$ cat src/rtl/multi_debouncer.sv
// rtl/multi_debouncer.sv - per-channel button debouncer with early (lockout) or late (stability) detection
// Each channel has its own 2-flop synchronizer, FSM and counter; nothing is shared between channels.

module multi_debouncer #(
  parameter int CHANNELS     = 4,
  parameter int DELAY_CYCLES = 2000000,
  parameter int MODE         = 0
) (
  input  logic                clk_i,
  input  logic                rst_ni,
  input  logic [CHANNELS-1:0] btn_i,
  output logic [CHANNELS-1:0] debounced_o,
  output logic [CHANNELS-1:0] rise_o,
  output logic [CHANNELS-1:0] fall_o
);

  localparam int            CW       = $clog2(DELAY_CYCLES + 1);
  localparam logic [CW-1:0] CNT_LAST = CW'(DELAY_CYCLES - 1);

  // Shared encoding: WAIT_* is the hold (MODE 0) or the stability check (MODE 1).
  typedef enum logic [1:0] {
    ST_LOW     = 2'd0,
    ST_WAIT_HI = 2'd1,
    ST_HIGH    = 2'd2,
    ST_WAIT_LO = 2'd3
  } state_t;

  logic [CHANNELS-1:0] r_sync1;
  logic [CHANNELS-1:0] r_sync2;

  always_ff @(posedge clk_i or negedge rst_ni) begin
    if (!rst_ni) begin
      r_sync1 <= '0;
      r_sync2 <= '0;
    end else begin
      r_sync1 <= btn_i;
      r_sync2 <= r_sync1;
    end
  end

  for (genvar n = 0; n < CHANNELS; n++) begin : g_ch
    state_t        r_state;
    state_t        w_state_nxt;
    logic [CW-1:0] r_cnt;
    logic [CW-1:0] w_cnt_nxt;
    logic          r_out;
    logic          w_out_nxt;
    logic          r_rise;
    logic          r_fall;
    logic          w_s;
    logic          w_cnt_last;

    assign w_s        = r_sync2[n];
    assign w_cnt_last = (r_cnt == CNT_LAST);

    always_ff @(posedge clk_i or negedge rst_ni) begin
      if (!rst_ni) begin
        r_state <= ST_LOW;
        r_cnt   <= '0;
        r_out   <= 1'b0;
        r_rise  <= 1'b0;
        r_fall  <= 1'b0;
      end else begin
        r_state <= w_state_nxt;
        r_cnt   <= w_cnt_nxt;
        r_out   <= w_out_nxt;
        r_rise  <= w_out_nxt & ~r_out;
        r_fall  <= ~w_out_nxt & r_out;
      end
    end

    always_comb begin
      w_state_nxt = r_state;
      w_cnt_nxt   = r_cnt;
      w_out_nxt   = r_out;
      if (MODE == 0) begin
        // Early detection: follow the first edge, then ignore s for the whole hold.
        case (r_state)
          ST_LOW: begin
            w_out_nxt = 1'b0;
            if (w_s) begin
              w_out_nxt   = 1'b1;
              w_cnt_nxt   = '0;
              w_state_nxt = ST_WAIT_HI;
            end
          end
          ST_WAIT_HI: begin
            if (w_cnt_last) begin
              w_cnt_nxt   = '0;
              w_state_nxt = ST_HIGH;
            end else begin
              w_cnt_nxt = r_cnt + CW'(1);
            end
          end
          ST_HIGH: begin
            w_out_nxt = 1'b1;
            if (!w_s) begin
              w_out_nxt   = 1'b0;
              w_cnt_nxt   = '0;
              w_state_nxt = ST_WAIT_LO;
            end
          end
          ST_WAIT_LO: begin
            if (w_cnt_last) begin
              w_cnt_nxt   = '0;
              w_state_nxt = ST_LOW;
            end else begin
              w_cnt_nxt = r_cnt + CW'(1);
            end
          end
          default: begin
            w_out_nxt   = 1'b0;
            w_cnt_nxt   = '0;
            w_state_nxt = ST_LOW;
          end
        endcase
      end else begin
        // Late detection: any reversion of s during the check cancels it.
        case (r_state)
          ST_LOW: begin
            w_out_nxt = 1'b0;
            if (w_s) begin
              w_cnt_nxt   = '0;
              w_state_nxt = ST_WAIT_HI;
            end
          end
          ST_WAIT_HI: begin
            if (!w_s) begin
              w_cnt_nxt   = '0;
              w_state_nxt = ST_LOW;
            end else if (w_cnt_last) begin
              w_out_nxt   = 1'b1;
              w_cnt_nxt   = '0;
              w_state_nxt = ST_HIGH;
            end else begin
              w_cnt_nxt = r_cnt + CW'(1);
            end
          end
          ST_HIGH: begin
            w_out_nxt = 1'b1;
            if (!w_s) begin
              w_cnt_nxt   = '0;
              w_state_nxt = ST_WAIT_LO;
            end
          end
          ST_WAIT_LO: begin
            if (w_s) begin
              w_cnt_nxt   = '0;
              w_state_nxt = ST_HIGH;
            end else if (w_cnt_last) begin
              w_out_nxt   = 1'b0;
              w_cnt_nxt   = '0;
              w_state_nxt = ST_LOW;
            end else begin
              w_cnt_nxt = r_cnt + CW'(1);
            end
          end
          default: begin
            w_out_nxt   = 1'b0;
            w_cnt_nxt   = '0;
            w_state_nxt = ST_LOW;
          end
        endcase
      end
    end

    assign debounced_o[n] = r_out;
    assign rise_o[n]      = r_rise;
    assign fall_o[n]      = r_fall;
  end

endmodule

$ cat config.mk
export PLATFORM = sky130hd
export DESIGN_NAME = multi_debouncer
export DESIGN_NICKNAME = d
export VERILOG_FILES = /design/src/rtl/multi_debouncer.sv
export SDC_FILE = /design/constraint.sdc
export NUM_CORES = 1
export LEC_CHECK = 0
export CAP_MARGIN = 10
export CORE_ASPECT_RATIO = 1.5
export CORE_UTILIZATION = 37
export CTS_BUF_LIST = sky130_fd_sc_hd__clkbuf_4 sky130_fd_sc_hd__clkbuf_8
export DETAILED_ROUTE_END_ITERATION = 7
export GPL_TIMING_DRIVEN = 0
export PLACE_DENSITY_LB_ADDON = 0.25
export SLEW_MARGIN = 20
export SYNTH_ARGS = -nofsm -noshare
export SYNTH_HDL_FRONTEND = slang
export SYNTH_SLANG_ARGS = --single-unit
export TNS_END_PERCENT = 20
$ cat constraint.sdc
create_clock -name clk_i -period 4.05 [get_ports clk_i]
set_clock_uncertainty 0.1 [all_clocks]
set_input_delay 0.81 -clock clk_i [delete_from_list [all_inputs] [get_ports clk_i]]
set_output_delay 0.81 -clock clk_i [all_outputs]
set_load 0.01 [all_outputs]
==> flow_summary.toml <==
[grt]
track_usage = 0.153
gr-usage-met3 = 0.0263
grt_max_degree = 67
grt_pass1_vias = 4536
met2_usage = 0.282
globalRouteMet1Util = 0.173
antenna_found_initial = 0
grt_overflow_total = 0
grt_first_pass_wirelength_mm = 20.6
top_usage_layer = "met2"

[critical_path]
ff2ff_path_depth = 7
worstSetupEndpointType = "flip-flop"
worstSetupPathType = "flip-flop to flip-flop"
startpoint = "g_ch[3].r_cnt[0]$_DFFE_PN0P_"
r2r_slack_ps = 1560
worstSetupEndpoint = "g_ch[3].r_cnt[13]$_DFFE_PN0P_"
cp.arrival_ps = 2660
cp_max_fo = 10
slowest_stage = "dfrtp_1"
start_kind = "flip-flop"
crit_required_ps = 4220
r2r_end = "g_ch[3].r_cnt[13]$_DFFE_PN0P_"
crit_path_max_incr_delay_ps = 410
crit_chain = "ha_1, nand3_1, nor2_1, a31oi_1, nor2_1, clkbuf_1, nor2_1"
r2r-start = "g_ch[3].r_cnt[0]$_DFFE_PN0P_"
crit_top_cell = "nor2_1"

[yosys]
synth-simple-area-share = 0.246
synth_nets = 634
syn_inst = 608
synth_xor_area_frac = 0.0599
synth_top_family_by_area = "simple AND/OR/NAND/NOR gates"
synth_compound_area_frac = 0.108
synth_warnings = 0
ys_seq_area_frac = 0.479
synthArstFlopShare = 1.00
ys_ff_latch = 112
syn_area_um2 = 5850
yosysUniqueCellTypes = 57
synth_edf_count = 0
avgSynthCellArea_um2 = 9.62
synthMuxAreaShare = 0.0265
synthFlopType = "dfrtp_1"
synth-adder-area-share = 0.0428

[die]
io_pins = 18
coreArea_um2 = 15300
initial_core_util = 0.383
die-area_um2 = 16300
placementRows = 55
die_x_um = 105
fp.dieH_um = 156

[detailed_routing]
dr.pass1.iters = 4
ant_nets = 0
drc = 0
via_per_inst = 5.28
drtIter0Drc = 135
wirelength_mm = 11.6
wl_per_cell_um = 13.8
vias = 4438

[power_and_ir_drop]
power.density_nw_per_um2 = 529
peakVddDrop_uv = 180
leakage_nw = 2.75

[placed_design]
io_buffers = 17
finalWeightedCongestion = 0.797
dp_hpwl_mm = 8.24

[timing]
worst_pin_slew_ps = 813
period_share = 0.614
relSlewSlack = 0.454
hold-worst-slack_ps = 233
rsz0062_at_grt = "false"
fmax_ghz = 0.402
period_minus_slack_ps = 2490
drv_slew = 0
final-hold-violation-count = 0
setup_viol_count_final = 0
setup_tns_ps = 0

[cells_and_area]
final_nets = 663
final_util = 0.425
diodes = 0
layout_common_cells = "112 x dfrtp_1, 69 x nor2_1, 55 x nand2_1, 43 x nand3_1, 41 x o21ai_0"
syn2layout_area_growth_pct = 11.0
final_common_cell = "dfrtp_1"
fillCellCount = 1496
drive_gt1_frac = 0.0903

[clock_tree]
cts_buffers = 9
cts_setup_buffers = 0
cts-resized-gates = 0
htree_levels = 3
clock_latency_ps = 400
clk_pin_slew_ps = 130
tritoncts = "yes"
hold_buffers = 0
cts_max_path_buffers = 2
clockRootBuffer = "clkbuf_8"
cts.sinks = 112

[outcome]
outcome = "finished, final reports clean"

[job]
maxCapViolations = 0

[hold_path]
min_path_type = "input port to asynchronous set/reset pin"
metrics by stage:
stage               instance area, um^2  worst slack [ps]  power [W]  std cells
global route                       6500              1360    0.00372        841
global placement                   6270             -2300    0.00274        824
detailed placement                 6300              1550    0.00280        825
floorplan                          5850              2010    0.00236        608
CTS                                6500              1540    0.00348        841
finish                             6500              1560    0.00343        841
cell type report:
type,count,area [um^2],area share
clock inverters,7,72.6,0.0112
flip-flops and latches,112,2800,0.431
clock buffers,9,124,0.0191
repair buffers,18,199,0.0306
inverters,23,86.3,0.0133
plain buffers,24,139,0.0214
multi-input cells,449,2820,0.435
well taps,199,249,0.0383
sequential cells by signal, summed over array words and instances (netlist names):
signal	flops
g_ch.r_state	8
g_ch.r_fall	4
r_sync1	4
g_ch.r_rise	4
g_ch.r_cnt	84
g_ch.r_out	4
r_sync2	4
cells in the mapped netlist, drive strengths merged (2+ instances only):
| master | instances | share of area |
|---|---|---|
| ha | 20 | 0.043 |
| nor4 | 10 | 0.015 |
| nand3 | 43 | 0.037 |
| o31ai | 4 | 0.0051 |
| o41ai | 2 | 0.0030 |
| nor2 | 70 | 0.045 |
| mux2i | 5 | 0.0092 |
| nand4 | 20 | 0.022 |
| o211ai | 2 | 0.0026 |
| nand2b | 4 | 0.0043 |
| nor3b | 5 | 0.0064 |
| mux2 | 9 | 0.017 |
| and3 | 13 | 0.014 |
| xnor2 | 14 | 0.021 |
| o22ai | 6 | 0.0064 |
| and4 | 8 | 0.012 |
| or2 | 3 | 0.0032 |
| nand2 | 55 | 0.035 |
| o21ai | 41 | 0.035 |
| a22o | 9 | 0.013 |
| nor4b | 5 | 0.0075 |
| or4b | 2 | 0.0034 |
| a21oi | 16 | 0.014 |
| nor3 | 16 | 0.015 |
| a31o | 2 | 0.0030 |
| inv | 23 | 0.015 |
| nand3b | 2 | 0.0026 |
| a31oi | 4 | 0.0043 |
| clkbuf | 9 | 0.0058 |
| a22oi | 3 | 0.0038 |
| buf | 15 | 0.018 |
| or4 | 6 | 0.0083 |
| dfrtp | 112 | 0.48 |
| xor2 | 26 | 0.039 |
| a21o | 7 | 0.0094 |
| nor2b | 8 | 0.0086 |
worst min-delay path by stage:
stage                          from                        endpoint  slack, ps  cells after the start
2_1_floorplan  r_sync1[0]$_DFF_PN0_            r_sync2[0]$_DFF_PN0_        230                      0
3_3_place_gp   r_sync1[2]$_DFF_PN0_            r_sync2[2]$_DFF_PN0_        230                      0
3_5_place_dp   r_sync1[3]$_DFF_PN0_            r_sync2[3]$_DFF_PN0_        240                      0
4_1_cts                      rst_ni         g_ch[1].r_out$_DFF_PN0_        240                      1
5_1_grt                      rst_ni  g_ch[1].r_state[0]$_DFFE_PN0P_        240                      1
6_report                     rst_ni         g_ch[1].r_out$_DFF_PN0_        230                      1
critical path: cells and delay by family (launching register included):
family                   cells  cell delay, ps
adder cells (fa/ha/maj)      1             230
buffers and inverters        1             380
AND/OR/NAND/NOR              4             950
AO/OA/AOI/OAI                1             300
flip-flops                   1             410
routing by layer:
layer / up-vias / share of wire
met5: - / 0
met2: 33 / 0.52
met3: 14 / 0.021
met4: 0 / 0.015
met1: 2185 / 0.44
li1: 2206 / -
cells by family after synthesis:
logic type / count (synthesis)
simple gates: 274
flops: 112
compound gates: 101
buf+inv: 47
xor+xnor: 40
fa+ha+maj: 20
mux: 14
report_power, final:
| part | switching, W | internal [W] |
|---|---|---|
| clock | 0.000434 | 0.000244 |
| sequential | 0.000100 | 0.00125 |
| combinational | 0.000853 | 0.000551 |
No activity file was read; power rests on OpenSTA's default activity.
